**src/rtl/random_weight_streamer.sv**
```systemverilog
// ---------------------------------------------------------------------------
// random_weight_streamer
//
// Pseudo-random weight source for the neural-network datapath. A start
// command latches a rows x columns matrix size and an output mode, then the
// block streams that many signed weights in row-major order over a
// valid/ready interface, tagging every word with its row and column index.
// Weights come from a seedable 32-bit Galois LFSR whose state survives from
// one run to the next, so consecutive runs continue the same sequence.
//
// Parameters
//   DATA_W        weight width (at most 32), signed two's complement
//   DIM_W         width of the row/column counts and indices
//   SEED          LFSR value after reset, also used in place of a zero seed
//
// Ports
//   clk           rising-edge clock
//   rst_n         asynchronous active-low reset
//   start         begin a run (sampled in IDLE only)
//   no_of_rows    row count, latched on an accepted start
//   no_of_columns column count, latched on an accepted start
//   mode          0 raw, 1 scaled, 2 binary +/-1, 3 behaves as raw
//   shift_amt     arithmetic right shift used by the scaled mode
//   seed_load     load seed_in into the LFSR (IDLE only)
//   seed_in       seed value
//   w_data        current weight
//   w_row/w_col   indices of w_data
//   w_last        final element of the run
//   w_valid       weight available
//   w_ready       consumer accepts the current weight
//   busy          high while a run is in progress or finishing
//   done          one-cycle pulse after the final handshake
//   err           one-cycle pulse after a start with a zero dimension
// ---------------------------------------------------------------------------
module random_weight_streamer #(
   parameter int          DATA_W = 16,
   parameter int          DIM_W  = 8,
   parameter logic [31:0] SEED   = 32'hACE1_0001
) (
   input  logic              clk,
   input  logic              rst_n,
   input  logic              start,
   input  logic [DIM_W-1:0]  no_of_rows,
   input  logic [DIM_W-1:0]  no_of_columns,
   input  logic [1:0]        mode,
   input  logic [3:0]        shift_amt,
   input  logic              seed_load,
   input  logic [31:0]       seed_in,
   output logic [DATA_W-1:0] w_data,
   output logic [DIM_W-1:0]  w_row,
   output logic [DIM_W-1:0]  w_col,
   output logic              w_last,
   output logic              w_valid,
   input  logic              w_ready,
   output logic              busy,
   output logic              done,
   output logic              err
);

   // FSM encoding; the spare code 2'd3 is unreachable and decays to IDLE
   localparam logic [1:0] ST_IDLE = 2'd0;
   localparam logic [1:0] ST_RUN  = 2'd1;
   localparam logic [1:0] ST_DONE = 2'd2;

   localparam logic [31:0]       LFSR_TAPS   = 32'h8020_0003;
   localparam logic [DIM_W-1:0]  IDX_ONE     = DIM_W'(1);
   localparam logic [DATA_W-1:0] W_PLUS_ONE  = DATA_W'(1);
   localparam logic [DATA_W-1:0] W_MINUS_ONE = '1;

   localparam logic [1:0] MODE_SCALED = 2'd1;
   localparam logic [1:0] MODE_BINARY = 2'd2;

   logic [1:0]        state;
   logic [1:0]        state_next;
   logic [31:0]       lfsr;
   logic [31:0]       lfsr_advanced;
   logic [31:0]       seed_value;
   logic [DIM_W-1:0]  rows_q;
   logic [DIM_W-1:0]  cols_q;
   logic [DIM_W-1:0]  row_q;
   logic [DIM_W-1:0]  col_q;
   logic [1:0]        mode_q;
   logic [3:0]        shift_q;
   logic              err_q;

   logic              in_idle;
   logic              in_run;
   logic              in_done;
   logic              handshake;
   logic              col_at_end;
   logic              row_at_end;
   logic              dims_ok;
   logic              start_ok;
   logic              start_bad;
   logic [DATA_W-1:0] weight;

   // State decodes and the handshake. The datapath only moves on an accepted
   // word, which can only happen while RUN is presenting one.
   assign in_idle   = (state == ST_IDLE);
   assign in_run    = (state == ST_RUN);
   assign in_done   = (state == ST_DONE);
   assign handshake = in_run && w_ready;

   // Position tests against the latched dimensions; these drive both the
   // index wrap and w_last.
   assign col_at_end = (col_q == (cols_q - IDX_ONE));
   assign row_at_end = (row_q == (rows_q - IDX_ONE));

   // A start is accepted only in IDLE and only with two nonzero dimensions;
   // a start with a zero dimension is turned into an err pulse instead.
   assign dims_ok   = (no_of_rows != '0) && (no_of_columns != '0);
   assign start_ok  = in_idle && start && dims_ok;
   assign start_bad = in_idle && start && !dims_ok;

   // One Galois step: shift right and fold the taps back in when a one
   // falls out of bit 0.
   assign lfsr_advanced = lfsr[0] ? ((lfsr >> 1) ^ LFSR_TAPS) : (lfsr >> 1);

   // An all-zero LFSR would lock up, so a zero seed is replaced by SEED.
   assign seed_value = (seed_in == '0) ? SEED : seed_in;

   // Next-state logic for the three-state run controller
   always_comb begin
      state_next = state;
      case (state)
         ST_IDLE: begin
            if (start_ok) begin
               state_next = ST_RUN;
            end
         end
         ST_RUN: begin
            if (handshake && col_at_end && row_at_end) begin
               state_next = ST_DONE;
            end
         end
         ST_DONE: begin
            state_next = ST_IDLE;
         end
         default: begin
            state_next = ST_IDLE;
         end
      endcase
   end

   // State register
   always_ff @(posedge clk or negedge rst_n) begin
      if (!rst_n) begin
         state <= ST_IDLE;
      end else begin
         state <= state_next;
      end
   end

   // LFSR: seeding is only honoured in IDLE, and a seed_load in the same
   // cycle as start lands first so the run begins from the new seed. During
   // a run the register advances once per accepted word, which keeps the
   // presented weight steady across stalls.
   always_ff @(posedge clk or negedge rst_n) begin
      if (!rst_n) begin
         lfsr <= SEED;
      end else if (in_idle && seed_load) begin
         lfsr <= seed_value;
      end else if (handshake) begin
         lfsr <= lfsr_advanced;
      end
   end

   // Run configuration is captured on an accepted start so later changes on
   // the inputs cannot disturb a run in progress.
   always_ff @(posedge clk or negedge rst_n) begin
      if (!rst_n) begin
         rows_q  <= '0;
         cols_q  <= '0;
         mode_q  <= '0;
         shift_q <= '0;
      end else if (start_ok) begin
         rows_q  <= no_of_rows;
         cols_q  <= no_of_columns;
         mode_q  <= mode;
         shift_q <= shift_amt;
      end
   end

   // Row-major index counters. The column wraps at the last column and
   // carries into the row; after the final element both wrap to zero so the
   // counters sit cleared between runs.
   always_ff @(posedge clk or negedge rst_n) begin
      if (!rst_n) begin
         row_q <= '0;
         col_q <= '0;
      end else if (start_ok) begin
         row_q <= '0;
         col_q <= '0;
      end else if (handshake) begin
         if (col_at_end) begin
            col_q <= '0;
            if (row_at_end) begin
               row_q <= '0;
            end else begin
               row_q <= row_q + IDX_ONE;
            end
         end else begin
            col_q <= col_q + IDX_ONE;
         end
      end
   end

   // err is registered so it appears the cycle after the rejected start
   always_ff @(posedge clk or negedge rst_n) begin
      if (!rst_n) begin
         err_q <= 1'b0;
      end else begin
         err_q <= start_bad;
      end
   end

   // Weight shaping from the current LFSR state. The scaled mode is an
   // arithmetic shift of the low DATA_W bits read as a signed value; the
   // binary mode maps bit 0 onto +1 / -1. The reserved mode code falls into
   // the raw case.
   always_comb begin
      weight = lfsr[DATA_W-1:0];
      case (mode_q)
         MODE_SCALED: begin
            weight = $signed(lfsr[DATA_W-1:0]) >>> shift_q;
         end
         MODE_BINARY: begin
            weight = lfsr[0] ? W_PLUS_ONE : W_MINUS_ONE;
         end
         default: begin
            weight = lfsr[DATA_W-1:0];
         end
      endcase
   end

   // Outputs are decoded from registered state only, so they hold steady
   // while the consumer stalls. The data and index fields are forced to
   // zero outside RUN, which also gives the all-zero picture on reset.
   assign w_valid = in_run;
   assign w_data  = in_run ? weight : '0;
   assign w_row   = in_run ? row_q : '0;
   assign w_col   = in_run ? col_q : '0;
   assign w_last  = in_run && col_at_end && row_at_end;
   assign busy    = in_run || in_done;
   assign done    = in_done;
   assign err     = err_q;

endmodule

```
**config.mk**
```make
export PLATFORM = sky130hd
export DESIGN_NAME = random_weight_streamer
export DESIGN_NICKNAME = d
export VERILOG_FILES = /design/src/rtl/random_weight_streamer.sv
export SDC_FILE = /design/constraint.sdc
export NUM_CORES = 1
export LEC_CHECK = 0
export CORE_MARGIN = 2
export CORE_UTILIZATION = 40
export CTS_CLUSTER_SIZE = 25
export DETAILED_ROUTE_END_ITERATION = 12
export GPL_ROUTABILITY_DRIVEN = 0
export HOLD_SLACK_MARGIN = 0.03
export PLACE_DENSITY = 0.63
export SLEW_MARGIN = 20
export SYNTH_ARGS = -nofsm -noshare
export SYNTH_HDL_FRONTEND = slang
export SYNTH_SLANG_ARGS = --single-unit
```
**constraint.sdc**
```tcl
create_clock -name clk -period 3 [get_ports clk]
set_clock_uncertainty 0.2 [all_clocks]
set_input_delay 0.3 -clock clk [delete_from_list [all_inputs] [get_ports clk]]
set_output_delay 0.3 -clock clk [all_outputs]
set_load 0.02 [all_outputs]
```
==> results.yml, run 1 <==
pwr:
  powerDensity_mw_per_mm2: 1110
  leakage_nw: 2.78
  vdd_drop_max_mv: 0.339
global_route:
  grt.total_usage_pct: 21.5
  gr-total-overflow: 0
  first_global_vias: 4694
  grt_start_max_net_pins: 45
  grt_pass1_wl_um: 22700
  antenna_found_initial: 0
synthesis:
  synthFlopType: "dfrtp_1"
  synth_seq_cells: 73
  synth_most_common_cell: "nand2_1"
  yosys.area.top_type_share_pct: 32.4
  synthTopCellsByArea: "dfrtp_1 32%, nand2_1 9.4%, a21oi_1 5.8%"
  synth_cell_types: 48
  yosysSeqAreaShare_pct: 37.2
  syn_avg_cell_area_um2: 8.00
  synth_area_mm2: 0.00494
  synth_enable_flop_cells: 0
  async_flop_share_pct: 100
  syn_inst: 617
  synth_nets: 686
  yosys-top-cells-count: "123 x nand2_1, 64 x dfrtp_1, 57 x a21oi_1, 57 x nor2_1, 53 x o21ai_0"
  synth_top_cell_by_area: "dfrtp_1"
  yosysWarnings: 0
finish:
  fillCellCount: 1135
  antenna_cells: 0
  finalNonFillerCells: 869
  drive_above_1_share_pct: 12.9
  utilization_pct: 54.2
  fin_nets: 787
  syn_to_final_growth_pct: 31.9
  final_cell_area_mm2: 0.00651
clock_network:
  clock_path_buffers: 2
  cts_root_buf: "clkbuf_16"
  cts_made_buffers: 9
  clk_pin_slew_ps: 50
  insertion_delay_ps: 330
  cts_tree: "yes"
  cts.sinks: 73
  htreeDepth: 3
sta:
  finalSetupViolations: 0
  final.period_utilization_pct: 96.0
  maxClockFrequency_mhz: 347
  finalHoldViolCount: 0
  rsz0062_at_grt: "false"
  relSlewSlack_pct: 29.4
  setup_tns_ps: 0
  drv_slew: 0
  worst_pin_slew_ps: 1050
  min_period_ps: 2880
die:
  row_count: 40
  initial_core_util_pct: 41.1
  die_x_um: 115
  fp.dieArea_mm2: 0.0132
  die_h_um: 115
  io_pins: 96
  core_area_mm2: 0.0120
critical_path:
  cp_data_required_time_ps: 2500
  crit_arrival_ps: 2380
  cp-end-kind: "primary output"
  crit_fanout: 5
  startpoint_type: "register"
  critPathKind: "reg2out"
  reg2reg_setup_slack_ps: 330
placement:
  placedCellCount: 853
  place_area_mm2: 0.00618
  portBuffers: 95
  hpwl_um: 10300
status:
  status: "complete, no violations"
detailed_routing:
  drt-pass1-iter-count: 5
  wirelength_um: 13800
  via_count: 4824
  ant_nets: 0
  route.detailed.wl_per_inst_um: 15.9
  drc: 0
  drt-initial-drc-count: 332
  viasPerCell: 5.55
job:
  drv_cap: 0
min_path:
  hold_class: "reg2reg"
final timing paths:
check,end,cells past startpoint,start
worst min register to register,lfsr[21],2,lfsr[21]
min in group asynchronous,lfsr[20],2,rst_n
worst max-delay path,w_data[0],7,shift_q[0]
max in group asynchronous,lfsr[22],3,rst_n
worst min-delay path,lfsr[21],2,lfsr[21]
worst max register to register,state[0],8,row_q[7]
cells by family (layout without fill, tap and decap cells):
kind of cell / Yosys count / after routing / synth area share (%)
buffers and inverters: 55 / 160 / 4.21
adders and majority gates: 10 / 10 / 2.53
muxes: 25 / 25 / 8.19
xor gates and xnor gates: 24 / 24 / 4.26
DFF: 73 / 73 / 37.2
and+or+nand+nor: 280 / 280 / 26.3
AOI/OAI and AO/OA: 150 / 150 / 17.2
critical path, cell delays in order (launching register included):
cell and delay, ps:
dfrtp_2 430, mux4_2 540, mux2_2 310, nand2_1 70
o21ai_0 120, a21oi_1 190, a21oi_1 80, dlygate4sd2_1 320
placed cells by master, fill, tap and decap left out, drive strengths merged, types with 3 or more instances in the layout:
cell / instances
nand3: 22
ha: 10
mux4: 12
dfrtp: 64
nor3: 6
clkbuf: 17
mux2i: 10
clkdlybuf4s50: 78
nor2: 57
dlygate4sd2: 5
o21ai: 54
dlymetal6s2s: 4
nand2: 123
inv: 17
or2: 3
a31oi: 16
xor2: 12
nand3b: 4
a22oi: 3
mux2: 3
nand4: 5
a211oi: 3
dfstp: 9
buf: 33
and2: 26
nor4: 14
xnor2: 12
a32oi: 3
a21oi: 57
power breakdown:
group          switching, W  internal [W]
sequential         0.000538       0.00147
combinational       0.00225       0.00187
clock              0.000402      0.000682
metrics by stage:
stage	hold slack [ps]	worst slack, ps	total power [W]
floorplan	-196	286	0.00465
global placement	193	119	0.00602
detailed placement	203	30.7	0.00612
CTS	280	4.31	0.00719
global route	296	7.06	0.00779
finish	276	120	0.00720
cell type report:
cell class	count	area [um2]	area share (%)
Timing Repair Buffer	128	1190	18.3
Clock inverter	3	40.0	0.615
Inverter	17	63.8	0.980
Clock buffer	12	256	3.94
Multi-Input combinational cell	489	2930	45.0
Tap cell	147	184	2.83
Sequential cell	73	1840	28.3
state kept, by name, summed over array words and instances (netlist names):
register	cells
shift_q	4
rows_q	8
state	2
row_q	8
lfsr	32
err	1
mode_q	2
cols_q	8
col_q	8
metal layers:
metal / global-route usage (%) / up-vias / part of all wire [%]
met5: 0 / - / 0
met4: 8.35 / 0 / 1.7
li1: - / 2369 / -
met2: 35.1 / 143 / 47
met1: 29.2 / 2295 / 46
met3: 2.79 / 17 / 5.3
repair_timing:
item / CTS / global route
setup endpoints to repair: 16 / 13
hold buffers: 1 / 0
resized for setup: 23 / 22
hold endpoints to repair: 26 / 0
pin swaps: 0 / 0
buffers inserted: 0 / 0
Power figures use the tool's default switching activity.
==> run 2, diff against run 1 <==
--- a/config.mk
+++ b/config.mk
@@ -5,9 +5,9 @@
 export SDC_FILE = /design/constraint.sdc
 export NUM_CORES = 1
 export LEC_CHECK = 0
+export ABC_CLOCK_PERIOD_IN_PS = 3000
 export CORE_MARGIN = 2
 export CORE_UTILIZATION = 40
-export CTS_CLUSTER_SIZE = 25
 export DETAILED_ROUTE_END_ITERATION = 12
 export GPL_ROUTABILITY_DRIVEN = 0
 export HOLD_SLACK_MARGIN = 0.03
==> results of run 2 <==
Same layout as run 1: the final DEF is identical, and so are final timing and power.
